[config.mk]
export PLATFORM = sky130hd
export DESIGN_NAME = if_prefetch
export DESIGN_NICKNAME = d
export VERILOG_FILES = /design/src/rtl/core_pkg.sv /design/src/rtl/if_fifo.sv /design/src/rtl/if_prefetch.sv
export SDC_FILE = /design/constraint.sdc
export NUM_CORES = 1
export LEC_CHECK = 0
export ABC_AREA = 1
export CORE_ASPECT_RATIO = 2
export CORE_MARGIN = 2
export CORE_UTILIZATION = 45
export DETAILED_ROUTE_END_ITERATION = 6
export HOLD_SLACK_MARGIN = 0.08
export PLACE_DENSITY = 0.64
export SLEW_MARGIN = 40
export SYNTH_ARGS = -nofsm -noshare
export SYNTH_HDL_FRONTEND = slang
export SYNTH_SLANG_ARGS = --single-unit
[constraint.sdc]
create_clock -name clk -period 4.9 [get_ports clk]
set_input_delay 0.98 -clock clk [delete_from_list [all_inputs] [get_ports clk]]
set_output_delay 0.98 -clock clk [all_outputs]
set_load 0.1 [all_outputs]
[src/rtl/core_pkg.sv]
// Shared definitions for the instruction prefetch buffer: default widths,
// fetch FSM states and the occupancy/in-flight counter width.
package core_pkg;

    localparam int          XLEN_DEFAULT     = 32;
    localparam logic [31:0] RESET_PC_DEFAULT = 32'h0000_0000;

    typedef enum logic {
        FETCH = 1'b0,
        DRAIN = 1'b1
    } fetch_state_e;

    // Counters must represent the full range 0..DEPTH inclusive.
    function automatic int cnt_width(input int depth);
        return $clog2(depth) + 1;
    endfunction

endpackage

[src/rtl/if_fifo.sv]
// DEPTH-entry synchronous FIFO of {pc, instr} pairs with push/pop/clear and
// an occupancy count. Storage is not reset; only pointers and count are.
module if_fifo
    import core_pkg::*;
#(
    parameter int XLEN  = XLEN_DEFAULT,
    parameter int DEPTH = 4,
    parameter int CNT_W = cnt_width(DEPTH)
) (
    input  logic             clk,
    input  logic             rst_n,
    input  logic             i_push,
    input  logic             i_pop,
    input  logic             i_clear,
    input  logic [XLEN-1:0]  i_pc,
    input  logic [XLEN-1:0]  i_instr,
    output logic [XLEN-1:0]  o_pc,
    output logic [XLEN-1:0]  o_instr,
    output logic [CNT_W-1:0] o_count
);

    localparam int PTR_W = $clog2(DEPTH);

    logic [XLEN-1:0]  r_pc_mem    [DEPTH];
    logic [XLEN-1:0]  r_instr_mem [DEPTH];
    logic [PTR_W-1:0] r_wr_ptr;
    logic [PTR_W-1:0] r_rd_ptr;
    logic [CNT_W-1:0] r_count;
    logic             w_wr_en;
    logic             w_rd_en;

    // Clear wins over push and pop so a flush always leaves the FIFO empty.
    assign w_wr_en = i_push && !i_clear;
    assign w_rd_en = i_pop && !i_clear && (r_count != '0);

    always_ff @(posedge clk or negedge rst_n) begin
        if (!rst_n) begin
            r_wr_ptr <= '0;
            r_rd_ptr <= '0;
            r_count  <= '0;
        end else if (i_clear) begin
            r_wr_ptr <= '0;
            r_rd_ptr <= '0;
            r_count  <= '0;
        end else begin
            if (w_wr_en) r_wr_ptr <= r_wr_ptr + PTR_W'(1);
            if (w_rd_en) r_rd_ptr <= r_rd_ptr + PTR_W'(1);
            r_count <= r_count + CNT_W'(w_wr_en) - CNT_W'(w_rd_en);
        end
    end

    always_ff @(posedge clk) begin
        if (w_wr_en) begin
            r_pc_mem[r_wr_ptr]    <= i_pc;
            r_instr_mem[r_wr_ptr] <= i_instr;
        end
    end

    assign o_pc    = r_pc_mem[r_rd_ptr];
    assign o_instr = r_instr_mem[r_rd_ptr];
    assign o_count = r_count;

endmodule

[src/rtl/if_prefetch.sv]
// Instruction prefetch buffer: in-order word fetch, DEPTH-entry buffer, flush/drain.
// Optional IF_MISALIGN_CHK_EN adds misalign_err, flagging a flush target with bits[1:0]!=0.
module if_prefetch
    import core_pkg::*;
#(
    parameter int              XLEN     = XLEN_DEFAULT,
    parameter int              DEPTH    = 4,
    parameter logic [XLEN-1:0] RESET_PC = XLEN'(RESET_PC_DEFAULT)
) (
    input  logic            clk,
    input  logic            rst_n,
    output logic            mem_req_valid,
    input  logic            mem_req_ready,
    output logic [XLEN-1:0] mem_req_addr,
    input  logic            mem_rsp_valid,
    input  logic [XLEN-1:0] mem_rsp_data,
    input  logic            flush,
    input  logic [XLEN-1:0] flush_pc,
`ifdef IF_MISALIGN_CHK_EN
    output logic            misalign_err,
`endif
    output logic            instr_valid,
    input  logic            instr_ready,
    output logic [XLEN-1:0] instr_out,
    output logic [XLEN-1:0] addr_instr
);

    localparam int              CNT_W     = cnt_width(DEPTH);
    localparam logic [XLEN-1:0] WORD_MASK = ~XLEN'(3);

    fetch_state_e     r_state;
    fetch_state_e     w_state_nxt;
    logic [XLEN-1:0]  r_pc;
    logic [XLEN-1:0]  r_rsp_pc;
    logic [CNT_W-1:0] r_inflight;
    logic [CNT_W-1:0] r_drop;
    logic             r_req_valid;
    logic [CNT_W-1:0] w_inflight_nxt;
    logic [CNT_W-1:0] w_occ_nxt;
    logic [CNT_W-1:0] w_count;
    logic             w_req_valid_nxt;
    logic             w_accept;
    logic             w_push;
    logic             w_pop;
    logic [XLEN-1:0]  w_flush_pc;
    logic [XLEN-1:0]  w_fifo_pc;
    logic [XLEN-1:0]  w_fifo_instr;
`ifdef IF_MISALIGN_CHK_EN
    logic             r_misalign_err;
`endif

    assign w_accept   = r_req_valid && mem_req_ready;
    assign w_push     = mem_rsp_valid && (r_state == FETCH) && !flush;
    assign w_pop      = instr_valid && instr_ready && !flush;
    assign w_flush_pc = flush_pc & WORD_MASK;

    // Request valid is registered from next-cycle occupancy so every issued
    // request is guaranteed a free FIFO slot when its response returns.
    always_comb begin
        w_inflight_nxt = r_inflight + CNT_W'(w_accept) - CNT_W'(mem_rsp_valid);
        w_occ_nxt      = flush ? '0 : (w_count + CNT_W'(w_push) - CNT_W'(w_pop));
        w_state_nxt    = r_state;
        if (flush) begin
            w_state_nxt = (w_inflight_nxt != '0) ? DRAIN : FETCH;
        end else if ((r_state == DRAIN) && mem_rsp_valid && (r_drop == CNT_W'(1))) begin
            w_state_nxt = FETCH;
        end
        w_req_valid_nxt = (w_state_nxt == FETCH) &&
                          (({1'b0, w_occ_nxt} + {1'b0, w_inflight_nxt}) < (CNT_W+1)'(DEPTH));
    end

    always_ff @(posedge clk or negedge rst_n) begin
        if (!rst_n) begin
            r_state     <= FETCH;
            r_pc        <= RESET_PC;
            r_rsp_pc    <= RESET_PC;
            r_inflight  <= '0;
            r_drop      <= '0;
            r_req_valid <= 1'b0;
`ifdef IF_MISALIGN_CHK_EN
            r_misalign_err <= 1'b0;
`endif
        end else begin
            r_state     <= w_state_nxt;
            r_inflight  <= w_inflight_nxt;
            r_req_valid <= w_req_valid_nxt;
            if (flush) begin
                // Responses are in order, so the next kept response is the flush target.
                r_pc     <= w_flush_pc;
                r_rsp_pc <= w_flush_pc;
                r_drop   <= w_inflight_nxt;
`ifdef IF_MISALIGN_CHK_EN
                r_misalign_err <= (flush_pc[1:0] != 2'b00);
`endif
            end else begin
                if (w_accept) r_pc <= r_pc + XLEN'(4);
                if (w_push) r_rsp_pc <= r_rsp_pc + XLEN'(4);
                if ((r_state == DRAIN) && mem_rsp_valid) r_drop <= r_drop - CNT_W'(1);
            end
        end
    end

    if_fifo #(
        .XLEN  (XLEN),
        .DEPTH (DEPTH),
        .CNT_W (CNT_W)
    ) u_fifo (
        .clk     (clk),
        .rst_n   (rst_n),
        .i_push  (w_push),
        .i_pop   (w_pop),
        .i_clear (flush),
        .i_pc    (r_rsp_pc),
        .i_instr (mem_rsp_data),
        .o_pc    (w_fifo_pc),
        .o_instr (w_fifo_instr),
        .o_count (w_count)
    );

    assign mem_req_valid = r_req_valid;
    assign mem_req_addr  = r_pc;
    assign instr_valid   = (w_count != '0);
    assign instr_out     = instr_valid ? w_fifo_instr : '0;
    assign addr_instr    = instr_valid ? w_fifo_pc : '0;
`ifdef IF_MISALIGN_CHK_EN
    assign misalign_err  = r_misalign_err;
`endif

endmodule

Word-level counts from Yosys, hierarchy flattened --
Memories as Yosys holds them, arrays and structs flattened. Cells that the tools add are included.
Storage, ports and cells: register bits 79, memories 2, RAM bits 256, output and inout port bits 98, bits in latches 0, input port bits 70, ROM bits 0, logic and storage cells 65
Memories:
- u_fifo.r_instr_mem | words 4, bits a word 32, read ports 1, clocked after Yosys merged registers in 0, write ports 1, RTL line if_fifo.sv:25 | logic [XLEN-1:0] r_instr_mem [DEPTH];
- u_fifo.r_pc_mem | words 4, bits a word 32, read ports 1, clocked after Yosys merged registers in 0, write ports 1, RTL line if_fifo.sv:24 | logic [XLEN-1:0] r_pc_mem [DEPTH];
Cells by class: add/subtract/negate cells 12, multiplexer cells 19, bitwise gates (word level) 2, shifts and indexed selects 0, magnitude comparators 1, div/mod/pow operators 0, $mul 0, equal/unequal tests 1, reduce and logical (&&, ||, !) cells 19
Operators by type and width (count):
- 32-bit two-way mux | 6
- 32-bit by 3-bit adder with 32-bit output (second input constant) | 2
- 3-bit two-way mux | 4
- 1-bit logical AND | 11
- 2-bit nonzero test | 5
- 3-bit by 1-bit adder with 3-bit output | 3
- 3-bit by 1-bit subtractor with 3-bit output | 3
- 2-bit two-way mux | 4
- 3-bit nonzero test | 2
- 1-bit two-way mux | 5
- 2-bit by 1-bit adder with 2-bit output (second input constant) | 2
- 3-bit by 3-bit adder with 4-bit output | 1
- 4-bit by 3-bit < comparator with 1-bit output (second input constant) | 1
- 3-bit by 1-bit == test with 1-bit output (second input constant) | 1
- 3-bit by 1-bit subtractor with 3-bit output (second input constant) | 1
- 1-bit NOT | 2
- 1-bit zero test | 1

Logic depth before layout (Yosys ltp) --
Gate-level depths: netlist (run 1).
word-level depth 9, mapped depth 14, depth with buffers taken out 14

By module --
From an unflattened synthesis (run 1), not the netlist that was laid out.
Unflattened totals: cell total of the unflattened synthesis 1574, area, all modules 15418.5 um^2
Modules (own cells, without submodules):
- if_fifo | area each 10152.2 um^2, sequential area each 7862.5 um^2, times used 1, cells an instance 742
- if_prefetch | area each 5266.3 um^2, sequential area each 1701.6 um^2, times used 1, cells an instance 832

Worst setup path after synthesis (run 1) --
OpenSTA, ideal clock, no wires.
path type input to register, from input port flush, to memory u_fifo.r_instr_mem[0][0] in the netlist's numbering, enable pin, data required time 4.418 ns, stages 5, arrival time 4.148 ns, path buffers 2, path slack 0.270 ns, cells stage by stage buf_2 -> inv_2 -> nand2_1 -> buf_2 -> nor2_1
Between the ends: longest elaborated chain between the ends 5
RTL lines:
- start: declaration | RTL line if_prefetch.sv:17 | input logic flush,
- 1-bit zero test (*) | RTL line if_fifo.sv:33, if_prefetch.sv:53
- 1-bit logical AND | RTL line if_prefetch.sv:53 | assign w_push = mem_rsp_valid && (r_state == FETCH) && !flush;
- 1-bit logical AND (*) | RTL line if_fifo.sv:33 | assign w_wr_en = i_push && !i_clear;
- 1-bit two-way mux (*) | RTL line if_fifo.sv:53 | if (w_wr_en) begin
- 1-bit two-way mux (implied by the code) (*) | RTL line if_fifo.sv:55 | r_instr_mem[r_wr_ptr] <= i_instr;
- end: declaration | RTL line if_fifo.sv:25
Mark *: on every way between the ends. The rest lies on a longest branch, timed or not.

Worst setup path after layout (run 1) --
from register u_fifo.r_rd_ptr[0], to output port addr_instr[14]
Between the ends: longest elaborated chain between the ends 2
RTL lines:
- start: declaration | RTL line if_fifo.sv:27 | logic [PTR_W-1:0] r_rd_ptr;
- start signal: assignment | RTL line if_fifo.sv:47 | if (w_rd_en) r_rd_ptr <= r_rd_ptr + PTR_W'(1);
- memory 4 x 32 bit
- 32-bit two-way mux | RTL line if_prefetch.sv:124 | assign addr_instr = instr_valid ? w_fifo_pc : '0;
- end: declaration | RTL line if_prefetch.sv:25 | output logic [XLEN-1:0] addr_instr
Every way passes these cells.

==> flow_summary.yaml, run 1 <==
logic_synthesis:
  synth_ff_type: "edfxtp_1"
  ys_async_sr_fraction_pct: 23.2
  ys_seq_area_share_pct: 63.4
  synth_area_sq_um: 14700
  syn_inst: 1488
  synth.distinct_cells: 39
  synth_edf_count: 248
  yosys_warnings: 0
  avgSynthCellArea_sq_um: 9.89
  synth-seq-cells: 323
worst_setup_path:
  start_kind: "flip-flop"
  crit_type: "reg -> out"
  ff2ff_setup_slack_ns: 2.14
  path_depth: 5
  path_cells: "clkinv_2, buf_12, o21ai_0, a21oi_1, buf_4"
  cp_slowest_cell: "dfrtp_4"
  endpoint_kind: "primary output"
  crit_buf_inv: 3
  crit_arrival_ns: 3.25
  crit_family: "buffers and inverters"
  reg2reg_depth: 11
  worstReg2RegEnd: "mem_req_valid$_DFF_PN0_"
  cp_max_fo: 76
  cp_slowest_stage_delay_ns: 0.82
  rr_startpoint: "mem_req_valid$_DFF_PN0_"
  cp.required_ns: 3.92
floorplan:
  die_y_um: 260
  dieArea_sq_um: 34200
  pin_count: 168
  fp.coreArea_sq_um: 32200
  start_util_pct: 45.6
  rows: 93
  die_w_um: 132
placed_design:
  gp_congestion: 0.914
  io_buffers: 161
  dp_hpwl_um: 24600
  place_area_sq_um: 16500
detailed_routing:
  dr_total_vias: 11000
  drtIter0Drc: 718
  viasPerCell: 5.26
  firstDrtPassIters: 5
  avgRoutedWirePerCell_um: 18.2
  drc_errors: 0
  postRouteAntennaNets: 0
  routed_wl_um: 37800
clock_tree:
  cts_hold_buf: 0
  clkSlewWorstSetupHoldPaths_ns: 0.07
  cts_tree: "yes"
  cts.sinks: 323
  clock_latency_ns: 0.55
  cts_root_buf: "clkbuf_16"
  cts_resized: 0
  cts_made_buffers: 29
  cts_setup_buffers: 0
  h-tree-depth: 1
  clockBufferDepth: 3
global_route:
  grt_pass1_wl_um: 58300
  grt_pass1_vias: 10900
  overflow: 0
  grt_use_total_pct: 22.0
  antenna_found_initial: 0
  grt_start_max_net_pins: 77
timing:
  slew_viol_final: 0
  fin_worst_hold_slack_ns: 0.412
  worst_clock_skew_ns: 0.00961
  hold_viol: 0
  setup_viol: 0
  rsz0062_at_grt: "false"
  setup-tns-final_ns: 0
  fmax_mhz: 236
  worst_pin_slew_ns: 0.817
  period_needed_ns: 4.23
  min_period_over_period_pct: 86.4
  slew_headroom_pct: 45.4
flow_run:
  drv_cap: 0
finish:
  nNetsFinal: 1723
  stdcell_area_sq_um: 17500
  post_route_cells_drive_above_1_share_pct: 11.6
  antenna_cells: 0
  area_delta_synth_final_pct: 18.6
  final_util_pct: 54.1
power:
  total_power_mw: 9.74
  p_leak_nw: 6.80
  p_per_area_nw_per_um2: 558
  ir_drop_mv: 0.350
hold_path:
  min-delay-path-class: "in -> async"
status:
  status: "finished, final reports clean"
## where the power goes
part	total [mW]	switching [mW]	internal, mW	leakage (nW)
combinational	4.13	3.32	0.805	3.20
sequential	3.36	0.228	3.14	3.15
clock	2.25	0.995	1.25	0.450
total	9.74	4.54	5.19	6.80
## registers in the layout, indices dropped and copies added (netlist names)
register / cells
u_fifo.o_count: 3
mem_req_addr: 30
r_inflight: 3
u_fifo.r_wr_ptr: 2
r_state: 1
r_rsp_pc: 30
mem_req_valid: 1
u_fifo.r_pc_mem: 120
r_drop: 3
u_fifo.r_rd_ptr: 2
u_fifo.r_instr_mem: 128
## metrics by stage
| step | std cells | setup slack [ns] |
|---|---|---|
| floorplan | 1491 | 0.270 |
| global placement | 2029 | 1.04 |
| detailed placement | 2030 | 1.02 |
| CTS | 2083 | 0.624 |
| global route | 2083 | 0.401 |
| finish | 2083 | 0.665 |
## worst register-to-register path, cell delays in order (launching register included)
cell     delay [ns]
dfrtp_1        0.36
nand2_1        0.28
ha_1           0.39
inv_1          0.04
ha_1           0.18
fa_1           0.38
xnor2_1        0.17
xor2_1         0.27
ha_1           0.28
nor3_1         0.17
nand2_1        0.06
nor2_1         0.11
## cell usage after synthesis (all sizes together), types with 2 or more instances
cell type / number / area, sq um
o21ai: 164 / 821
xnor2: 3 / 26.3
o311ai: 2 / 17.5
nand4: 10 / 62.6
fa: 3 / 60.1
buf: 31 / 169
xor2: 18 / 158
edfxtp: 248 / 7450
nor3: 8 / 40.0
nor2: 346 / 1370
a31oi: 4 / 25.0
o211ai: 10 / 75.1
nand3: 74 / 380
clkbuf: 34 / 130
nand3b: 2 / 15.0
dfrtp: 75 / 1880
a21oi: 74 / 370
and2: 3 / 18.8
ha: 16 / 200
inv: 109 / 409
o221ai: 5 / 43.8
o21bai: 5 / 45.0
nand2: 239 / 920
## per-layer routing
| layer | up-vias | GRT usage [%] | part of all wire, % |
|---|---|---|---|
| li1 | 5294 | - | - |
| met1 | 5303 | 23.1 | 37 |
| met2 | 276 | 42.6 | 55 |
| met3 | 80 | 2.16 | 3.6 |
| met4 | 0 | 11.7 | 5.1 |
| met5 | - | 0 | 0 |
## worst max-delay path by stage
stage / startpoint / endpoint
final: u_fifo.r_rd_ptr[0]$_DFFE_PN0P_ / addr_instr[14]
after global routing: u_fifo.r_rd_ptr[0]$_DFFE_PN0P_ / addr_instr[12]
after CTS: u_fifo.r_rd_ptr[0]$_DFFE_PN0P_ / addr_instr[14]
after detailed placement: mem_req_ready / mem_req_valid$_DFF_PN0_
after global placement: flush / r_rsp_pc[19]$_DFFE_PN0N_
after floorplan: flush / u_fifo.r_instr_mem[0][0]$_DFFE_PP_
## cells in the final DEF, fill, tap and decap left out, types with 10 or more instances in the layout
cell type,Yosys,routed
nor2_1,331,327
edfxtp_1,248,248
nand2_1,232,232
o21ai_0,162,162
inv_1,103,103
a21oi_1,74,74
dfrtp_1,75,73
nand3_1,72,72
buf_4,6,69
clkdlybuf4s50_1,0,66
buf_2,24,32
clkbuf_16,0,29
xor2_1,18,18
ha_1,16,16
nor2_4,7,12
nand4_1,10,10
o211ai_1,10,10
## logic make-up (layout without fill, tap and decap cells)
kind of cell,Yosys count,after routing,share of synthesized area [%]
AOI/OAI and AO/OA,265,265,9.55
xor gates and xnor gates,21,21,1.25
adders and majority gates,19,19,1.77
buffers and inverters,175,340,4.85
DFF,323,323,63.4
other,1,4,0.0255
and+or+nand+nor,684,684,19.2
## layout make-up
class,count,area [sq um]
clock inverters,19,185
flip-flops and latches,323,9330
clock buffers,34,744
inverters,110,415
fillers,2903,14800
multi-input cells,993,4720
repair buffers,177,1520
well taps,427,534
No activity file was read; power rests on OpenSTA's default activity.
==> inputs of run 2 (changes only) <==
- GPL_ROUTABILITY_DRIVEN: default -> 0
==> run 2 against run 1 <==
Critical path depth grew 1; worst setup slack gained 0.22 ns; non-clock buffer count grew 3; first-iteration DRC count grew 15%; fmax grew 5.4%; clock skew grew 0.010 ns; sequential share of layout area grew 0.11 points; count of clock-buffer cells in the layout grew 2; sequential cell count is the same; global-route usage shrank 0.10 points.
==> flow_summary.yaml, run 2 (synthesis results as in run 1) <==
floorplan:
  die_w_um: 132
  start_util_pct: 45.6
  fp.coreArea_sq_um: 32200
  pin_count: 168
  die_y_um: 260
  rows: 93
  dieArea_sq_um: 34200
timing:
  worst_pin_slew_ns: 0.805
  rsz0062_at_grt: "false"
  hold_viol: 0
  worst_clock_skew_ns: 0.0198
  setup-tns-final_ns: 0
  slew_headroom_pct: 46.3
  setup_viol: 0
  min_period_over_period_pct: 82.0
  slew_viol_final: 0
  fmax_mhz: 249
  period_needed_ns: 4.02
finish:
  largest-register: "u_fifo.r_instr_mem"
  largest_reg_flops: 128
  nNetsFinal: 1724
  multi_input_area_sq_um: 4720
  post_route_cells_drive_above_1_share_pct: 11.8
  largestRegisters: "u_fifo.r_instr_mem: 128 flops, u_fifo.r_pc_mem: 120 flops"
  antenna_cells: 0
  stdcell_area_sq_um: 17400
  regArea_sq_um: 9330
  final_common_cell: "nor2_1"
  final_cell_mix: "nor2_1 (327), edfxtp_1 (248), nand2_1 (232)"
  area_delta_synth_final_pct: 18.4
  fillerInstances: 2907
clock_tree:
  cts_setup_buffers: 0
  clockBufferDepth: 3
  clock_latency_ns: 0.55
  h-tree-depth: 1
  cts_made_buffers: 27
  cts_hold_buf: 0
  cts_resized: 0
  cts_tree: "yes"
  cts.sinks: 323
  cts_root_buf: "clkbuf_16"
  clkSlewWorstSetupHoldPaths_ns: 0.07
detailed_routing:
  drc_errors: 0
  postRouteAntennaNets: 0
  drtIter0Drc: 828
  firstDrtPassIters: 6
  viasPerCell: 5.27
  dr_total_vias: 11000
  routed_wl_um: 37100
  avgRoutedWirePerCell_um: 17.8
worst_setup_path:
  crit_type: "reg -> out"
  cp.required_ns: 3.92
  cp_max_fo: 67
  start_kind: "flip-flop"
  endpoint_kind: "primary output"
  crit_arrival_ns: 3.04
status:
  status: "finished, final reports clean"
global_route:
  antenna_found_initial: 0
  grt_pass1_wl_um: 58700
  grt_start_max_net_pins: 76
  grt_use_total_pct: 21.9
  grt_pass1_vias: 11000
  overflow: 0
placed_design:
  io_buffers: 161
  place_area_sq_um: 16500
  dp_hpwl_um: 24100
power:
  ir_drop_mv: 0.545
  total_power_mw: 9.64
  p_per_area_nw_per_um2: 553
  p_leak_nw: 6.79
hold_path:
  min-delay-path-class: "in -> async"
flow_run:
  drv_cap: 0
[run 2: cell count changes in the layout (fill, tap and decap cells not counted), sizes merged]
cell,change
clkbuf,+2
clkinv,-4
inv,-1
bufinv,-1
buf,+3
clkinvlp,+1
[run 2: path summary, 6_finish.rpt]
kind	from	to	slack, ns	cells past startpoint
max	u_fifo.r_rd_ptr[0]$_DFFE_PN0P_	addr_instr[14]	0.88	6
min	rst_n	mem_req_addr[4]$_DFFE_PN0N_	0.27	1
max reg2reg	mem_req_valid$_DFF_PN0_	mem_req_valid$_DFF_PN0_	2.10	11
min reg2reg	r_inflight[1]$_DFF_PN0_	r_inflight[2]$_DFF_PN0_	0.52	1
max in group asynchronous	rst_n	u_fifo.r_rd_ptr[1]$_DFFE_PN0P_	4.02	2
min in group clk	r_inflight[1]$_DFF_PN0_	r_inflight[2]$_DFF_PN0_	0.52	1
[run 2: area by class of cell]
class                   count  share of cell area, %
clock buffers              36                   4.36
clock inverters            14                  0.754
inverters                 110                   2.40
multi-input cells         993                   27.1
flip-flops and latches    323                   53.6
well taps                 427                   3.07
repair buffers            180                   8.74
[run 2: critical path, cell delays in order (launching register included)]
cell     delay [ns]
dfrtp_4        0.68
buf_4          0.67
nor2_1         0.12
nor2_1         0.12
o21ai_0        0.11
a21oi_1        0.37
buf_4          0.37
[run 2: per-layer routing]
metal / wire length, um / global-route usage [%] / vias up
li1: - / - / 5303
met1: 13500 / 23.6 / 5350
met2: 20900 / 43.2 / 273
met3: 1420 / 2.03 / 53
met4: 1250 / 8.88 / 0
met5: 0 / 0 / -
[run 2: per-stage QoR]
step,hold WS (ns),utilization (%),worst slack [ns],cells
after floorplan,0.478,-,0.270,1491
after global placement,0.506,51.6,1.06,2031
after detailed placement,0.524,51.2,0.993,2032
after CTS,0.486,54.0,0.808,2082
after global routing,0.275,54.0,0.649,2083
final,0.273,54.0,0.881,2083
[run 2: where the power goes]
part | switching [mW] | leakage [nW] | internal (mW) | total [mW]
combinational | 3.33 | 3.21 | 0.798 | 4.13
sequential | 0.208 | 3.15 | 3.14 | 3.34
clock | 0.966 | 0.429 | 1.20 | 2.16
total | 4.51 | 6.79 | 5.13 | 9.64
==> inputs of run 3 (changes only) <==
- clock period: 4.9 -> 4.21 ns (I/O delays scaled with it)
==> run 3 against run 2 <==
Combinational power is 26% higher; register-to-register slack worse by 0.53 ns; first-iteration DRC count is 7.5% lower; via count is 0.26% higher.
==> flow_summary.yaml, run 3 (synthesis results as in run 1) <==
status:
  status: "finished, final reports clean"
flow_run:
  drv_cap: 0
finish:
  nNetsFinal: 1732
  area_delta_synth_final_pct: 20.9
  final_common_cell: "nor2_1"
  fillerInstances: 2807
  stdcell_area_sq_um: 17800
  regArea_sq_um: 9330
  largest_reg_flops: 128
  final_cells: 2092
  antenna_cells: 0
  largestRegisters: "u_fifo.r_instr_mem: 128 flops, u_fifo.r_pc_mem: 120 flops"
  largest-register: "u_fifo.r_instr_mem"
  multi_input_area_sq_um: 4720
  final_util_pct: 55.2
  final_cell_mix: "nor2_1 (327), edfxtp_1 (248), nand2_1 (232)"
  post_route_cells_drive_above_1_share_pct: 12.4
detailed_routing:
  postRouteAntennaNets: 0
  viasPerCell: 5.26
  drtIter0Drc: 766
  firstDrtPassIters: 5
  dr_total_vias: 11000
  routed_wl_um: 38000
  avgRoutedWirePerCell_um: 18.2
  drc_errors: 0
timing:
  setup-tns-final_ns: 0
  worst_clock_skew_ns: 0.0173
  min_period_over_period_pct: 89.4
  setup_viol: 0
  setup_slack_ns: 0.446
  worst_pin_slew_ns: 0.684
  period_needed_ns: 3.76
  slew_headroom_pct: 54.4
  fmax_mhz: 266
  slew_viol_final: 0
  fin_worst_hold_slack_ns: 0.225
  rsz0062_at_grt: "false"
  hold_viol: 0
placed_design:
  dp_hpwl_um: 25300
  place_area_sq_um: 16800
  placed_cells: 2040
  io_buffers: 161
  place_ws_ns: 0.507
floorplan:
  rows: 93
  start_util_pct: 45.6
  dieArea_sq_um: 34200
  die_w_um: 132
  pin_count: 168
  fp.coreArea_sq_um: 32200
  die_y_um: 260
worst_setup_path:
  rr_startpoint: "u_fifo.o_count[1]$_DFF_PN0_"
  crit_type: "reg -> out"
  crit_end: "instr_out[13]"
  ff2ff_setup_slack_ns: 1.57
  startpoint: "u_fifo.r_rd_ptr[1]$_DFFE_PN0P_"
  cp_max_fo: 29
  worstReg2RegEnd: "mem_req_valid$_DFF_PN0_"
  crit_arrival_ns: 2.92
  endpoint_kind: "primary output"
  reg2reg_depth: 14
  start_kind: "flip-flop"
  cp.required_ns: 3.37
clock_tree:
  clkSlewWorstSetupHoldPaths_ns: 0.07
  cts_tree: "yes"
  cts.sinks: 323
  cts_root_buf: "clkbuf_16"
  clockBufferDepth: 3
  h-tree-depth: 1
  cts_hold_buf: 0
  cts_made_buffers: 28
  clock_latency_ns: 0.57
  cts_resized: 0
  cts_setup_buffers: 0
global_route:
  grt_pass1_vias: 11000
  grt_use_total_pct: 22.1
  grt_pass1_wl_um: 58800
  antenna_found_initial: 0
  grt_start_max_net_pins: 80
  overflow: 0
power:
  p_leak_nw: 6.93
  ir_drop_mv: 0.382
  total_power_mw: 11.8
  p_per_area_nw_per_um2: 663
hold_path:
  min-delay-path-class: "in -> async"
-- run 3: how the worst min path moves through the flow --
stage / startpoint / to / slack [ns]
after CTS: rst_n / mem_req_addr[4]$_DFFE_PN0N_ / 0.37
after detailed placement: r_inflight[1]$_DFF_PN0_ / r_inflight[2]$_DFF_PN0_ / 0.52
final: rst_n / mem_req_addr[4]$_DFFE_PN0N_ / 0.22
after global routing: rst_n / mem_req_addr[4]$_DFFE_PN0N_ / 0.26
after floorplan: r_inflight[1]$_DFF_PN0_ / r_inflight[2]$_DFF_PN0_ / 0.48
after global placement: r_inflight[1]$_DFF_PN0_ / r_inflight[2]$_DFF_PN0_ / 0.50
-- run 3: final cells by class --
class	count	area share, %
timing repair buffer	187	10.2
sequential	323	52.4
clock inverter	20	1.24
clock buffer	32	4.25
multi-input combinational	993	26.5
tap	427	3.00
inverter	110	2.33
-- run 3: routing by layer --
| layer | part of all wire, % | vias to the layer above | track usage [%] |
|---|---|---|---|
| li1 | - | 5315 | - |
| met1 | 36 | 5251 | 23.1 |
| met2 | 55 | 336 | 42.4 |
| met3 | 3.8 | 105 | 2.32 |
| met4 | 5.8 | 0 | 13.2 |
| met5 | 0 | - | 0 |
-- run 3: report_power, final --
part / switching (mW) / internal, mW / leakage, nW
logic: 3.99 / 1.23 / 3.31
registers: 0.209 / 3.65 / 3.15
clock network: 1.18 / 1.55 / 0.472
-- run 3: critical path, stage by stage, from the launching register on --
cell and delay [ns]:
dfrtp_2 0.75, inv_2 0.43, buf_4 0.35, nor2_1 0.12, o21ai_0 0.09, a21oi_1 0.23
buf_4 0.34
